[config.mk]
export PLATFORM = sky130hd
export DESIGN_NAME = i2s_audio_tx
export DESIGN_NICKNAME = d
export VERILOG_FILES = /design/src/rtl/audio_pkg.sv /design/src/rtl/i2s_bck_gen.sv /design/src/rtl/i2s_audio_tx.sv
export SDC_FILE = /design/constraint.sdc
export NUM_CORES = 1
export LEC_CHECK = 0
export ABC_AREA = 1
export BUFFER_PORTS_ARGS = -buffer_cell sky130_fd_sc_hd__clkbuf_2
export CAP_MARGIN = 15
export CORE_ASPECT_RATIO = 0.75
export CORE_MARGIN = 2
export CORE_UTILIZATION = 30
export CTS_CLUSTER_SIZE = 30
export DETAILED_ROUTE_END_ITERATION = 8
export MAX_ROUTING_LAYER = met4
export PLACE_DENSITY = 0.5
export SLEW_MARGIN = 10
export SYNTH_ARGS = -nofsm -noshare
export SYNTH_HDL_FRONTEND = slang
export SYNTH_SLANG_ARGS = --single-unit
[constraint.sdc]
create_clock -name clk_sys -period 2.58 [get_ports clk_sys]
set_clock_uncertainty 0.15 [all_clocks]
set_input_delay 0.516 -clock clk_sys [delete_from_list [all_inputs] [get_ports clk_sys]]
set_output_delay 0.516 -clock clk_sys [all_outputs]
set_load 0.05 [all_outputs]
[src/rtl/audio_pkg.sv]
// Shared audio types and constants for the I2S transmit path.
// Holds default sample width, slot width and the stereo sample bundle.
package audio_pkg;

  localparam int SAMPLE_W  = 16;
  localparam int SLOT_BITS = 32;

  typedef struct packed {
    logic signed [SAMPLE_W-1:0] left;
    logic signed [SAMPLE_W-1:0] right;
  } stereo_sample_t;

endpackage

[src/rtl/i2s_bck_gen.sv]
// I2S bit-clock generator: divides clk_sys by 2*BCK_DIV into bck.
// Ports: clk_sys, reset (sync, high) in; bck, fall_stb, rise_stb out.
module i2s_bck_gen #(
  parameter int BCK_DIV = 4
) (
  input  logic clk_sys,
  input  logic reset,
  output logic bck,
  output logic fall_stb,
  output logic rise_stb
);

  localparam int DW = (BCK_DIV > 1) ? $clog2(BCK_DIV) : 1;

  logic [DW-1:0] div;
  logic          wrap;

  assign wrap = (div == DW'(BCK_DIV - 1));

  // Strobes mark the clk_sys edge on which bck toggles.
  assign fall_stb = wrap & bck;
  assign rise_stb = wrap & ~bck;

  always_ff @(posedge clk_sys) begin
    if (reset) begin
      div <= '0;
      bck <= 1'b0;
    end else if (wrap) begin
      div <= '0;
      bck <= ~bck;
    end else begin
      div <= div + 1'b1;
    end
  end

endmodule

[src/rtl/i2s_audio_tx.sv]
// I2S stereo serializer with a one-deep pending sample buffer.
// Ports: clk_sys, reset, left, right, sample_valid in;
//   sample_ready, i2s_bck, i2s_lrck, i2s_data, underrun out.
// Build option I2S_LEFT_JUSTIFIED_EN: left-justified slots (no MSB delay).
module i2s_audio_tx #(
  parameter int BCK_DIV  = 4,
  parameter int SAMPLE_W = 16
) (
  input  logic                clk_sys,
  input  logic                reset,
  input  logic [SAMPLE_W-1:0] left,
  input  logic [SAMPLE_W-1:0] right,
  input  logic                sample_valid,
  output logic                sample_ready,
  output logic                i2s_bck,
  output logic                i2s_lrck,
  output logic                i2s_data,
  output logic                underrun
);

  import audio_pkg::*;

  typedef struct packed {
    logic signed [SAMPLE_W-1:0] left;
    logic signed [SAMPLE_W-1:0] right;
  } pair_t;

  pair_t                pend;
  pair_t                active;
  pair_t                frame_src;
  logic                 pend_full;
  logic                 fall_stb;
  logic                 unused_rise;
  logic [5:0]           bitcnt;
  logic [5:0]           bit_nx;
  logic [SLOT_BITS-1:0] sh;
  logic [SLOT_BITS-1:0] ld_l;
  logic [SLOT_BITS-1:0] ld_r;

  i2s_bck_gen #(
    .BCK_DIV (BCK_DIV)
  ) u_bck (
    .clk_sys  (clk_sys),
    .reset    (reset),
    .bck      (i2s_bck),
    .fall_stb (fall_stb),
    .rise_stb (unused_rise)
  );

  function automatic logic [SLOT_BITS-1:0] slot_word(
    input logic [SAMPLE_W-1:0] s
  );
    logic [SLOT_BITS-1:0] ext;
    ext = {{(SLOT_BITS - SAMPLE_W){1'b0}}, s};
`ifdef I2S_LEFT_JUSTIFIED_EN
    return ext << (SLOT_BITS - SAMPLE_W);
`else
    // One leading zero bit gives the standard one-BCK MSB delay.
    return ext << (SLOT_BITS - 1 - SAMPLE_W);
`endif
  endfunction

  assign sample_ready = ~pend_full;
  assign bit_nx       = bitcnt + 6'd1;

  // The left slot must see the sample being promoted this frame.
  always_comb begin
    frame_src = active;
    if (pend_full) frame_src = pend;
    ld_l = slot_word(frame_src.left);
    ld_r = slot_word(active.right);
  end

  always_ff @(posedge clk_sys) begin
    if (reset) begin
      pend      <= '0;
      active    <= '0;
      pend_full <= 1'b0;
      bitcnt    <= '0;
      sh        <= '0;
      i2s_lrck  <= 1'b0;
      i2s_data  <= 1'b0;
      underrun  <= 1'b0;
    end else begin
      underrun <= 1'b0;
      if (sample_valid && sample_ready) begin
        pend      <= '{left: left, right: right};
        pend_full <= 1'b1;
      end
      if (fall_stb) begin
        bitcnt   <= bit_nx;
        i2s_lrck <= bit_nx[5];
        if (bit_nx == 6'd0) begin
          if (pend_full) begin
            active    <= pend;
            pend_full <= 1'b0;
          end else begin
            underrun <= 1'b1;
          end
          i2s_data <= ld_l[SLOT_BITS-1];
          sh       <= ld_l << 1;
        end else if (bit_nx == 6'd32) begin
          i2s_data <= ld_r[SLOT_BITS-1];
          sh       <= ld_r << 1;
        end else begin
          i2s_data <= sh[SLOT_BITS-1];
          sh       <= sh << 1;
        end
      end
    end
  end

endmodule

======== Word level (Yosys, flattened, before mapping) ========
Cells that the tools add are included.
cells by class
  add/sub/neg operators ................... 2
  equality and inequality tests ........... 2
  mux-type cells .......................... 10
  bitwise gates (word level) .............. 5
  reductions and logical operators ........ 6
operators by type and width
  kind                 number
  $mux 32              3
  $mux 1               7
  $add 6x1->6 const B  1
  $eq 6x6->1 const B   1
  $logic_not 6->1      1
  $not 1->1            4
  $reduce_and 3->1     1
  $reduce_or 3->1      1
  $add 2x1->2 const B  1
  $eq 2x2->1 const B   1
  $reduce_and 2->1     1
  $reduce_or 2->1      1
  $and 1x1->1          1
  $logic_and 1x1->1    1
storage, ports and cells
  register bits after elaboration ......... 109
  input port bits ......................... 35
  output and inout port bits .............. 5
  word-level logic and storage cells ...... 37

======== Depth between registers and ports, before layout ========
  word-level depth ........................ 6
  mapped depth ............................ 12
  gate-level depth less buffers ........... 11

======== By module ========
From an unflattened synthesis, not the netlist that was laid out.
unflattened totals
  cell total of the unflattened synthesis .. 558
  area total of the unflattened synthesis .. 4031.4 um^2
modules (own cells, without submodules)
  module        instances  cells an instance  area each (um^2)  seq. area each (um^2)
  i2s_audio_tx  1          544                3916.3            1781.7
  i2s_bck_gen   1          14                 115.1             60.1

======== Worst setup path after synthesis ========
No wires, ideal clock.
  path kind ............................... register to register
  start ................................... register bitcnt[0]
  end ..................................... register active[6] in the netlist's numbering
  setup time .............................. 0.116 ns
  arrival ................................. 1.705 ns
  required time ........................... 2.314 ns
  slack ................................... 0.609 ns
  stages on the path, launching flop included .. 12
  path buffers ............................ 1
  clock period less this slack ............ 1.971 ns
  path through ............................ dfxtp_1 -> ha_1 -> nand2_1 -> o21ai_1 -> nand2_2 -> nor2_8 -> nand3_4 -> nor2_4 -> inv_2 -> buf_6 -> nor2_2 -> nor2_1
between the ends
  cells in the longest elaborated chain, start to end .. 3
RTL lines
  element                     RTL line            text
  start: declaration          i2s_audio_tx.sv:34  logic [5:0] bitcnt;
  start signal: assignment    i2s_audio_tx.sv:91  bitcnt <= bit_nx;
  $add 6x1->6                 i2s_audio_tx.sv:64  assign bit_nx = bitcnt + 6'd1;
  $logic_not 6->1             i2s_audio_tx.sv:93  if (bit_nx == 6'd0) begin
  $reduce_and 3->1 (no line)  --
  end signal: assignment      i2s_audio_tx.sv:95  active <= pend;
  end: declaration            i2s_audio_tx.sv:29  pair_t active;
No other way between the ends.
A chain may end at the register's enable or synchronous reset.

======== Final worst setup path ========
  start ................................... register bitcnt[0]
  end ..................................... register sh[18]
between the ends
  cells in the longest elaborated chain, start to end .. 4
  elaborated cells on any way between the ends .. 5
  those cells by class .................... add/sub: 1; eq/ne: 1; mux: 2; reduce/logical: 1
RTL lines
  element                 RTL line             text
  $add 6x1->6 *           i2s_audio_tx.sv:64
  $eq 6x6->1              i2s_audio_tx.sv:102  end else if (bit_nx == 6'd32) begin
  $mux 32                 i2s_audio_tx.sv:102
  $mux 32 *               i2s_audio_tx.sv:93
  end signal: assignment  i2s_audio_tx.sv:101  sh <= ld_l << 1;
  end signal: assignment  i2s_audio_tx.sv:104  sh <= ld_r << 1;
  end signal: assignment  i2s_audio_tx.sv:107  sh <= sh << 1;
  end: declaration        i2s_audio_tx.sv:36   logic [SLOT_BITS-1:0] sh;
Mark *: on every way between the ends. The rest lies on a longest branch, timed or not.

==> results.txt <==
Max incr delay on CP = 0.44 ns
Final worst path period share = 86.2%
CTS tree = yes
Sum Neg Setup Slack = 0 ns
Clock Tree Buf Depth = 2
Initial core utilization = 30.7%
Achievable frequency = 449 MHz
FILL cells = 1392
Crit path kind = flop to flop
CP Capture Type = flop
Most frequent cells in the layout = 125 x nand2_1, 95 x nor2_1, 92 x dfxtp_1
Layout Cells excl Fill = 757
Worst setup endpoint = sh[18]
Vias in the first global route = 3548
Initial antenna violation count = 0
Via density = 4.66
Comb pwr share = 5.6%
Worst slack, placed = 0.373 ns
Setup slack, reg-to-reg = 0.35 ns
Worst hold path type = primary input to flop
Worst Tran Pin Value = 0.967 ns
RSZ-0062 raised after global routing = false
Required @ worst endpoint = 2.69 ns
CTS Buf Count = 9
Port buffer count = 39
Sw Share = 23.2%
Final Total Pwr = 3.01 mW
Placer congestion estimate = 0.784
Part of the power in registers = 50.1%
# setup viols final = 0
Die Height = 104 microns
WL per Instance = 12.7 microns
Die X-Extent = 137 microns
Final-report hold violation count = 0
Syn-to-layout area delta = 16.1%
Clk sinks = 92
Final Worst Setup Slack = 0.355 ns
Mapped Cells = 552
Fraction of layout cells with a size suffix above 1 = 14.5%
Worst Setup SP = bitcnt[0]
DR DRC count = 0
Arrival @ worst endpoint = 2.34 ns
Post-layout nets = 618
CTS Hold Buffers Added = 0
Number of DRC markers in iteration 0 = 253
Pwr dens = 653 mW/mm^2
CTS resizes = 0
Synth cell types = 31
I/O pins = 40
Maximum Capacitance Violations = 0
Gr usage total = 15.4%
Latest clock arrival within the worst-skew pair = 0.34 ns
Minimum clock period = 2.23 ns
Pleak = 2.02 nW
Drt total wl = 9.61 mm
Reg2Reg Depth = 10
DR pass1 iterations = 5
CP Launch Type = flop
Vias = 3524
CTS root buf = clkbuf_16
Syn Area/Cell = 7.18 sq um
First-pass GRT wire length = 17.0 mm
Seq/Total Area, Yosys = 46.5%
Die ar. = 0.0142 sq mm
Rows = 36
Critical R2R Capture = sh[18]
Synth Net Count = 589
HPWL Detailed = 6.48 mm
Total core area = 0.0129 sq mm
Grt total ovfl = 0
# placed instances = 741
Most common cell after layout, fill and taps aside = nand2_1
Largest net degree at the start of global routing = 56
Headroom to the max-slew limit = 35.5%
Clock power frac = 44.3%
Outcome = completed
Final slew viol count = 0
CTS H-tree lvls = 3
Critical path cell sequence = ha_1 > nand2_1 > o21ai_1 > nand2_2 > nor2_8 > buf_4 > nand2_2 > nand2_1 > nand3_1 > a21oi_1
# diodes = 0
Cell Area, Synth = 0.00396 sq mm
Register bit total from synthesis = 92
Ys Warns = 0
R2r startpoint = bitcnt[0]
Switch Pwr = 0.699 mW
Crit path max-delay cell type = dfxtp_1
P_int = 2.31 mW
Clock Pin Slew Worst Setup and Hold Paths = 0.07 ns
Setup Fix Bufs, Post-CTS = 0
Maximum VDD drop = 324 uV
Max FO, Critical Path = 20
Antenna viol nets, final = 0
worst max-delay path: cells and delay by family, from the launching register on:
kind                     cells  cell delay (ns)
adder cells (fa/ha/maj)      1             0.20
buffers and inverters        1             0.27
AND/OR/NAND/NOR              6             0.77
AO/OA/AOI/OAI                2             0.30
flip-flops                   1             0.44
power groups by stage:
stage          Clock (mW)  Combinational [mW]  Sequential [mW]
6_report             1.33               0.168             1.50
3_3_place_gp            0               0.166             1.53
4_1_cts              1.37               0.171             1.50
2_1_floorplan           0               0.108             1.53
3_5_place_dp            0               0.170             1.54
5_1_grt              1.43               0.196             1.51
through the flow:
| step | hold WS, ns | cell area, sq um | util [%] |
|---|---|---|---|
| after detailed placement | 0.272 | 4300 | 33.2 |
| after global placement | 0.263 | 4300 | 33.2 |
| final | 0.248 | 4600 | 35.6 |
| after floorplan | 0.254 | 3960 | - |
| after CTS | 0.231 | 4600 | 35.6 |
| after global routing | 0.244 | 4600 | 35.6 |
synth_stat cells, drive strengths merged:
library cell / number / area, sq um
clkbuf: 20 / 75.1
o21a: 1 / 7.51
nor2: 106 / 444
buf: 13 / 90.1
nand3: 22 / 123
ha: 2 / 25.0
nor3b: 1 / 7.51
dfxtp: 92 / 1840
nand4: 16 / 100
nand2: 127 / 482
clkinv: 2 / 7.51
xnor2: 1 / 8.76
nand3b: 15 / 113
o22ai: 2 / 12.5
a31oi: 1 / 6.26
o21ai: 52 / 260
o211ai: 1 / 12.5
inv: 43 / 161
a21oi: 33 / 176
nor3: 2 / 10.0
flip-flops by register name, indices dropped and copies added, names as in the netlist:
signal     cells
active        32
pend          32
sh            16
bitcnt         5
u_bck.div      2
i2s_data       1
i2s_lrck       1
pend_full      1
u_bck.bck      1
underrun       1
layer usage:
layer,wire (microns),share of wire (%),GRT usage (%),vias up
met4,65,0.68,4.32,0
met3,502,5.2,3.96,8
li1,-,-,-,1827
met5,0,0,-,-
met2,4100,43,23.0,77
met1,4950,51,20.6,1612
area by class of cell:
cell class	instances	area, sq um	share of cell area (%)
multi-input combinational	382	1790	38.9
clock buffer	10	239	5.19
sequential	92	1840	40.0
tap	171	214	4.65
clock inverter	6	63.8	1.39
timing repair buffer	51	285	6.20
inverter	45	169	3.67
cell families (layout without fill, tap and decap cells):
logic type	Yosys count	after routing	synth area share, %
buffers and inverters	78	112	8.43
AND/OR/NAND/NOR	289	289	32.3
XOR/XNOR	1	1	0.221
AO/OA/AOI/OAI	90	90	12.0
flip-flops	92	92	46.5
adder cells (fa/ha/maj)	2	2	0.631
how the worst min path moves through the flow:
stage	startpoint	end	slack, ns	cells after the start
after floorplan	u_bck.div[0]	u_bck.div[0]	0.25	1
after global placement	u_bck.div[0]	u_bck.div[0]	0.26	1
after detailed placement	u_bck.div[0]	u_bck.div[0]	0.27	1
after CTS	left[2]	pend[18]	0.23	3
after global routing	right[0]	pend[0]	0.24	3
final	left[2]	pend[18]	0.25	3
Power figures use the tool's default switching activity.
